[src/rtl/serial_to_parallel_stream.sv]
// serial_to_parallel_stream
//   Packs IN_W-bit input beats into OUT_W-bit words. Both sides use valid/ready.
//   A word closes on its BEATS-th beat, or early on any beat flagged in_last.
//   The closed word moves into an output register that holds it until consumed.
//   Optional feature macro: S2P_PARITY_EN adds out_parity (= ^out_data, registered).
//
//   Handshake rules (both sides): a transfer happens on a rising clk edge where
//   valid && ready. A source never drops valid or changes payload while it waits.
//   The sink may change ready at any time. in_ready only deasserts for a closing
//   beat while a previous word is still waiting in the output register.
module serial_to_parallel_stream #(
  parameter int IN_W      = 1,
  parameter int OUT_W     = 8,
  parameter int MSB_FIRST = 0
) (
  input  logic                            clk,
  input  logic                            rst,
  input  logic                            in_valid,
  input  logic [IN_W-1:0]                 in_data,
  input  logic                            in_last,
  output logic                            in_ready,
  output logic                            out_valid,
  output logic [OUT_W-1:0]                out_data,
  output logic [$clog2(OUT_W/IN_W+1)-1:0] out_beats,
  input  logic                            out_ready
`ifdef S2P_PARITY_EN
  ,
  output logic                            out_parity
`endif
);

  localparam int BEATS = OUT_W / IN_W;
  localparam int CW    = $clog2(BEATS);
  localparam int BW    = $clog2(BEATS + 1);

  if (((OUT_W % IN_W) != 0) || (BEATS < 2)) begin : g_bad_cfg
    $error("serial_to_parallel_stream: OUT_W must be a multiple of IN_W with at least 2 beats");
  end

  // Output-side state. The accumulator side is tracked by r_cnt.
  typedef enum logic {
    OUT_EMPTY = 1'b0,
    OUT_FULL  = 1'b1
  } out_state_t;

  out_state_t        r_out_state;
  logic [OUT_W-1:0]  r_acc;
  logic [CW-1:0]     r_cnt;
  logic [OUT_W-1:0]  r_out_data;
  logic [BW-1:0]     r_out_beats;
`ifdef S2P_PARITY_EN
  logic              r_out_parity;
`endif

  logic              w_last_slot;
  logic              w_closing;
  logic              w_accept;
  logic              w_drain;
  logic [CW-1:0]     w_slot;
  logic [OUT_W-1:0]  w_acc_next;

  // A beat closes the word when it fills the final slot or carries in_last.
  // Gating with in_valid keeps in_last from mattering while no beat is offered.
  assign w_last_slot = (r_cnt == CW'(BEATS - 1));
  assign w_closing   = in_valid && (w_last_slot || in_last);
  assign in_ready    = !w_closing || (r_out_state == OUT_EMPTY) || out_ready;
  assign w_accept    = in_valid && in_ready;
  assign w_drain     = (r_out_state == OUT_FULL) && out_ready;

  // In MSB-first order, beat 0 goes to the top slot, so the slot index counts down.
  assign w_slot = (MSB_FIRST != 0) ? (CW'(BEATS - 1) - r_cnt) : r_cnt;

  // Merge the incoming beat into its slot of the accumulator.
  always_comb begin
    w_acc_next = r_acc;
    for (int k = 0; k < BEATS; k++) begin
      if (w_slot == CW'(k)) begin
        w_acc_next[k*IN_W +: IN_W] = in_data;
      end
    end
  end

  // Accumulator, beat counter and output register with its EMPTY/FULL state.
  always_ff @(posedge clk or negedge rst) begin
    if (!rst) begin
      r_out_state  <= OUT_EMPTY;
      r_acc        <= '0;
      r_cnt        <= '0;
      r_out_data   <= '0;
      r_out_beats  <= '0;
`ifdef S2P_PARITY_EN
      r_out_parity <= 1'b0;
`endif
    end else begin
      // Draining frees the register. A word that loads on the same edge overrides this below.
      if (w_drain) begin
        r_out_state <= OUT_EMPTY;
      end
      if (w_accept) begin
        if (w_closing) begin
          r_out_state  <= OUT_FULL;
          r_out_data   <= w_acc_next;
          r_out_beats  <= BW'(r_cnt) + BW'(1);
`ifdef S2P_PARITY_EN
          r_out_parity <= ^w_acc_next;
`endif
          r_acc        <= '0;
          r_cnt        <= '0;
        end else begin
          r_acc <= w_acc_next;
          r_cnt <= r_cnt + CW'(1);
        end
      end
    end
  end

  assign out_valid  = (r_out_state == OUT_FULL);
  assign out_data   = r_out_data;
  assign out_beats  = r_out_beats;
`ifdef S2P_PARITY_EN
  assign out_parity = r_out_parity;
`endif

endmodule

[config.mk]
export PLATFORM = sky130hd
export DESIGN_NAME = serial_to_parallel_stream
export DESIGN_NICKNAME = d
export VERILOG_FILES = /design/src/rtl/serial_to_parallel_stream.sv
export SDC_FILE = /design/constraint.sdc
export NUM_CORES = 1
export LEC_CHECK = 0
export CAP_MARGIN = 20
export CORE_UTILIZATION = 54
export DETAILED_ROUTE_END_ITERATION = 12
export HOLD_SLACK_MARGIN = 0.15
export PLACE_DENSITY = 0.85
export SKIP_CTS_REPAIR_TIMING = 1
export SLEW_MARGIN = 0
export SYNTH_ARGS = -nofsm -noshare
export SYNTH_HDL_FRONTEND = slang
export SYNTH_SLANG_ARGS = --single-unit
[constraint.sdc]
create_clock -name clk -period 5.4 [get_ports clk]
set_input_delay 1.62 -clock clk [delete_from_list [all_inputs] [get_ports clk]]
set_output_delay 1.62 -clock clk [all_outputs]
set_load 0.03 [all_outputs]
# --- After elaboration in Yosys (flattened, before gate mapping) ---
# Index checks and enable logic that the tools add are counted.
totals:
  reg_bits: 24
  latchBits: 0
  ram_bits: 0
  romBits: 0
  in_bits: 6
  output_inout_bits: 14
  wordCells: 37
  memories: 0
classes:
  addsub: 2
  n_mul: 0
  n_div: 0
  order_cmp: 0
  eq_ne: 7
  n_shift: 0
  mux: 13
  bitwise: 1
  n_reduce_logical: 9
ops:
  columns: ["op", "count"]
  rows:
  - ["3-bit == test (second input constant)", 4]
  - ["1-bit two-way mux", 11]
  - ["8-bit two-way mux", 1]
  - ["3-bit by 2-bit == test with 1-bit output (second input constant)", 2]
  - ["3-bit by 1-bit adder with 4-bit output (second input constant)", 1]
  - ["3-bit by 1-bit adder with 3-bit output (second input constant)", 1]
  - ["3-bit by 1-bit == test with 1-bit output (second input constant)", 1]
  - ["1-bit logical AND", 3]
  - ["3-bit zero test", 1]
  - ["1-bit logical OR", 3]
  - ["3-bit two-way mux", 1]
  - ["2-bit AND reduction", 1]
  - ["1-bit zero test", 1]
  - ["1-bit inverter", 1]

# --- Depth between registers and ports, before layout ---
depth:
  depth_word: 8
  mapped_depth: 6
  ltp_nobuf: 5

# --- Worst setup path after synthesis ---
# Ideal clock, no wire load.
synth_timing:
  path_kind: "input -> output"
  start: "input port in_last"
  end: "output port in_ready"
  arrival_time_ns: 2.337
  t_required_ns: 3.780
  path_slack_ns: 1.443
  cell_stages: 3
  n_path_buf: 1
  path_cell_list: "o21ai_1 > clkbuf_1 > nand2b_1"
synth_via:
  elab_chain_len: 5
synth_lines:
  columns: ["element", "line", "text"]
  rows:
  - ["from (decl)", "20", "input logic in_last,"]
  - ["1-bit logical OR", "65", "assign w_closing = in_valid && (w_last_slot || in_last);"]
  - ["1-bit logical AND", "65", null]
  - ["1-bit zero test", "66", "assign in_ready = !w_closing || (r_out_state == OUT_EMPTY) || out_ready;"]
  - ["1-bit logical OR (2 in a row)", "66", null]
  - ["to (decl)", "21", "output logic in_ready,"]
# No other way between the ends.

# --- Final worst setup path ---
layout_timing:
  start: "input port out_ready"
  end: "output port in_ready"
layout_via:
  elab_chain_len: 1
layout_lines:
  columns: ["element", "line", "text"]
  rows:
  - ["from (decl)", "25", "input logic out_ready"]
  - ["1-bit logical OR", "66", null]
# No other way between the ends.

==> impl_metrics.json <==
{
  "hpwl_mm": 1.559,
  "crit_type": "input port to output pin",
  "die_w_um": 47.72,
  "async_reset_ff_frac": 1.000,
  "vias_per_cell": 5.701,
  "skew_ns": 0.005411,
  "port_buffers": 19,
  "critPathLaunchType": "input port",
  "grt_pass1_vias": 773,
  "maxSlewViolCount": 0,
  "seqPwrFrac": 0.448,
  "grt_pass1_wl_mm": 3.532,
  "rows": 16,
  "drive_above_1_share": 0.09167,
  "tns_ns": 0,
  "numCtsBuffers": 3,
  "crit_family": "buffers and inverters",
  "diodes": 0,
  "outcome": "finished clean",
  "yosysSeqAreaShare": 0.5322,
  "synthDistinctLibCells": 25,
  "drc": 0,
  "layout_setup_ws_ns": 0.5441,
  "endpoint_kind": "output pin",
  "reg2reg_from": "r_cnt[0]",
  "synth-edff-count": 0,
  "vias": 838,
  "pre_cts_ws_ns": 0.5906,
  "required_ns": 3.78,
  "relSlewSlack": 0.6171,
  "drt_wl_total_mm": 2.290,
  "crit_chain": "clkdlybuf4s50_1, nor2b_1, nand2b_1, clkdlybuf4s50_1",
  "final_common_cell": "dfrtp_1",
  "coreArea_mm2": 0.001962,
  "final_cell_mix": "dfrtp_1 (24), o21ai_0 (19), clkdlybuf4s50_1 (19), nand2b_1 (7)",
  "synthesis.area_mm2": 0.001129,
  "hold_start": "r_acc[3]",
  "ir_drop_mv": 0.2267,
  "dieArea_mm2": 0.002277,
  "fin_nets": 133,
  "routabilityCongestion": 0.7418,
  "internal_power_mw": 0.3397,
  "power.total_mw": 0.4922,
  "cts_tree": "done",
  "max_stage_delay_ns": 0.61,
  "grt_overflow": 0,
  "p_clk_frac": 0.265,
  "setup_violations": 0,
  "htreeDepth": 1,
  "dr.pass1.iters": 5,
  "ioPinCount": 20,
  "cp.arrival_ns": 3.24,
  "synth_flop_cell": "dfrtp_1",
  "rsz0062_at_grt": "false",
  "drt_iter0_markers": 15,
  "p_leak_nw": 0.6449,
  "clkTransAtPathRegs_ns": 0.13,
  "fmax_mhz": 205.9,
  "slowest_stage": "clkdlybuf4s50_1",
  "syn-num-nets": 113,
  "hold_violations": 0,
  "syn_to_final_growth_pct": 25.28,
  "switching_share": 0.3100,
  "clk_latency_ns": 0.32,
  "synth_seq_cells": 24,
  "netSwitchingPower_mw": 0.1526,
  "period_share": 0.8992,
  "synth_cells": 101,
  "wl_per_cell_um": 15.58,
  "postRouteAntennaNets": 0,
  "cts_buffer_depth": 2,
  "tightestPinTransition_ns": 0.5731,
  "fp.dieH_um": 47.72,
  "clock-root-buffer": "clkbuf_4",
  "setup.worst_path.start": "out_ready",
  "crit_fanout": 11,
  "crit_top_cell": "clkdlybuf4s50_1",
  "crit_buf_inv": 2,
  "drv_cap": 0,
  "grt_usage": 0.2315,
  "grt_max_degree": 25,
  "worstHoldPathType": "flip-flop to flip-flop",
  "avgSynthCellArea_um2": 11.17,
  "antenna_found_initial": 0,
  "period_needed_ns": 4.856,
  "power_density_mw_per_mm2": 348.2,
  "p_comb_frac": 0.287,
  "start_util": 0.5753,
  "clock_sinks": 24,
  "yosysWarnings": 0
}
-- path summary, 6_finish.rpt --
check	endpoint	cells past startpoint	slack, ns
max in group asynchronous	r_cnt[2]	2	3.49
min in group asynchronous	out_data[0]	1	1.52
min	r_acc[3]	1	0.49
max	in_ready	4	0.54
min reg2reg	r_acc[3]	1	0.49
max reg2reg	out_data[3]	6	3.27
-- power by group through the flow --
stage	logic [mW]	clock network [mW]	registers (mW)
after floorplan	0.0529	0	0.253
after global placement	0.134	0	0.223
after detailed placement	0.137	0	0.224
after CTS	0.138	0.132	0.220
after global routing	0.154	0.139	0.224
final	0.141	0.131	0.221
-- area by class of cell --
cell class,count,area (µm²)
Clock inverter,1,30.03
Fill cell,149,548.0
Multi-Input combinational cell,68,490.5
Tap cell,27,33.78
Clock buffer,3,22.52
Inverter,3,11.26
Sequential cell,24,600.6
Timing Repair Buffer,21,225.2
-- flip-flops by register name, summed over array words and instances (netlist names) --
signal     count
r_cnt          3
out_beats      4
out_data       8
r_acc          8
out_valid      1
-- synth_stat cells, types with 2 or more instances --
| cell | instances | area [µm²] |
|---|---|---|
| inv_1 | 3 | 11.26 |
| o21ai_0 | 19 | 95.09 |
| nor2_1 | 2 | 7.510 |
| and2_1 | 2 | 12.51 |
| nand2b_1 | 7 | 43.79 |
| nand2_1 | 5 | 18.77 |
| clkbuf_1 | 3 | 11.26 |
| mux2_2 | 3 | 33.78 |
| mux2i_1 | 6 | 60.06 |
| o2bb2ai_1 | 6 | 52.55 |
| dfrtp_1 | 24 | 600.6 |
| ha_1 | 6 | 75.07 |
| buf_2 | 3 | 15.01 |
-- cells by family (layout without fill, tap and decap cells) --
| kind of cell | after synthesis | count (layout) | share of synthesized area |
|---|---|---|---|
| adders and majority gates | 6 | 6 | 0.06652 |
| DFF | 24 | 24 | 0.5322 |
| muxes | 9 | 9 | 0.08315 |
| AOI/OAI and AO/OA | 34 | 34 | 0.1940 |
| buffers and inverters | 9 | 28 | 0.03325 |
| and+or+nand+nor | 19 | 19 | 0.09091 |
-- per-stage QoR --
stage	instance area, µm²	instances	hold slack, ns	util
4_1_cts	1386	146	0.5024	0.7066
3_5_place_dp	1334	142	0.4716	0.6798
6_report	1414	147	0.4946	0.7207
5_1_grt	1414	147	0.5206	0.7207
3_3_place_gp	1334	142	0.4595	0.6798
2_1_floorplan	1129	101	0.4503	-
-- metal layers --
layer,vias up,wire length (µm),GRT usage
li1,395,-,-
met1,402,1009,0.3036
met2,33,1130,0.3703
met3,8,99,0.04151
met4,0,51,0.1111
met5,-,0,0
Power figures use the tool's default switching activity.
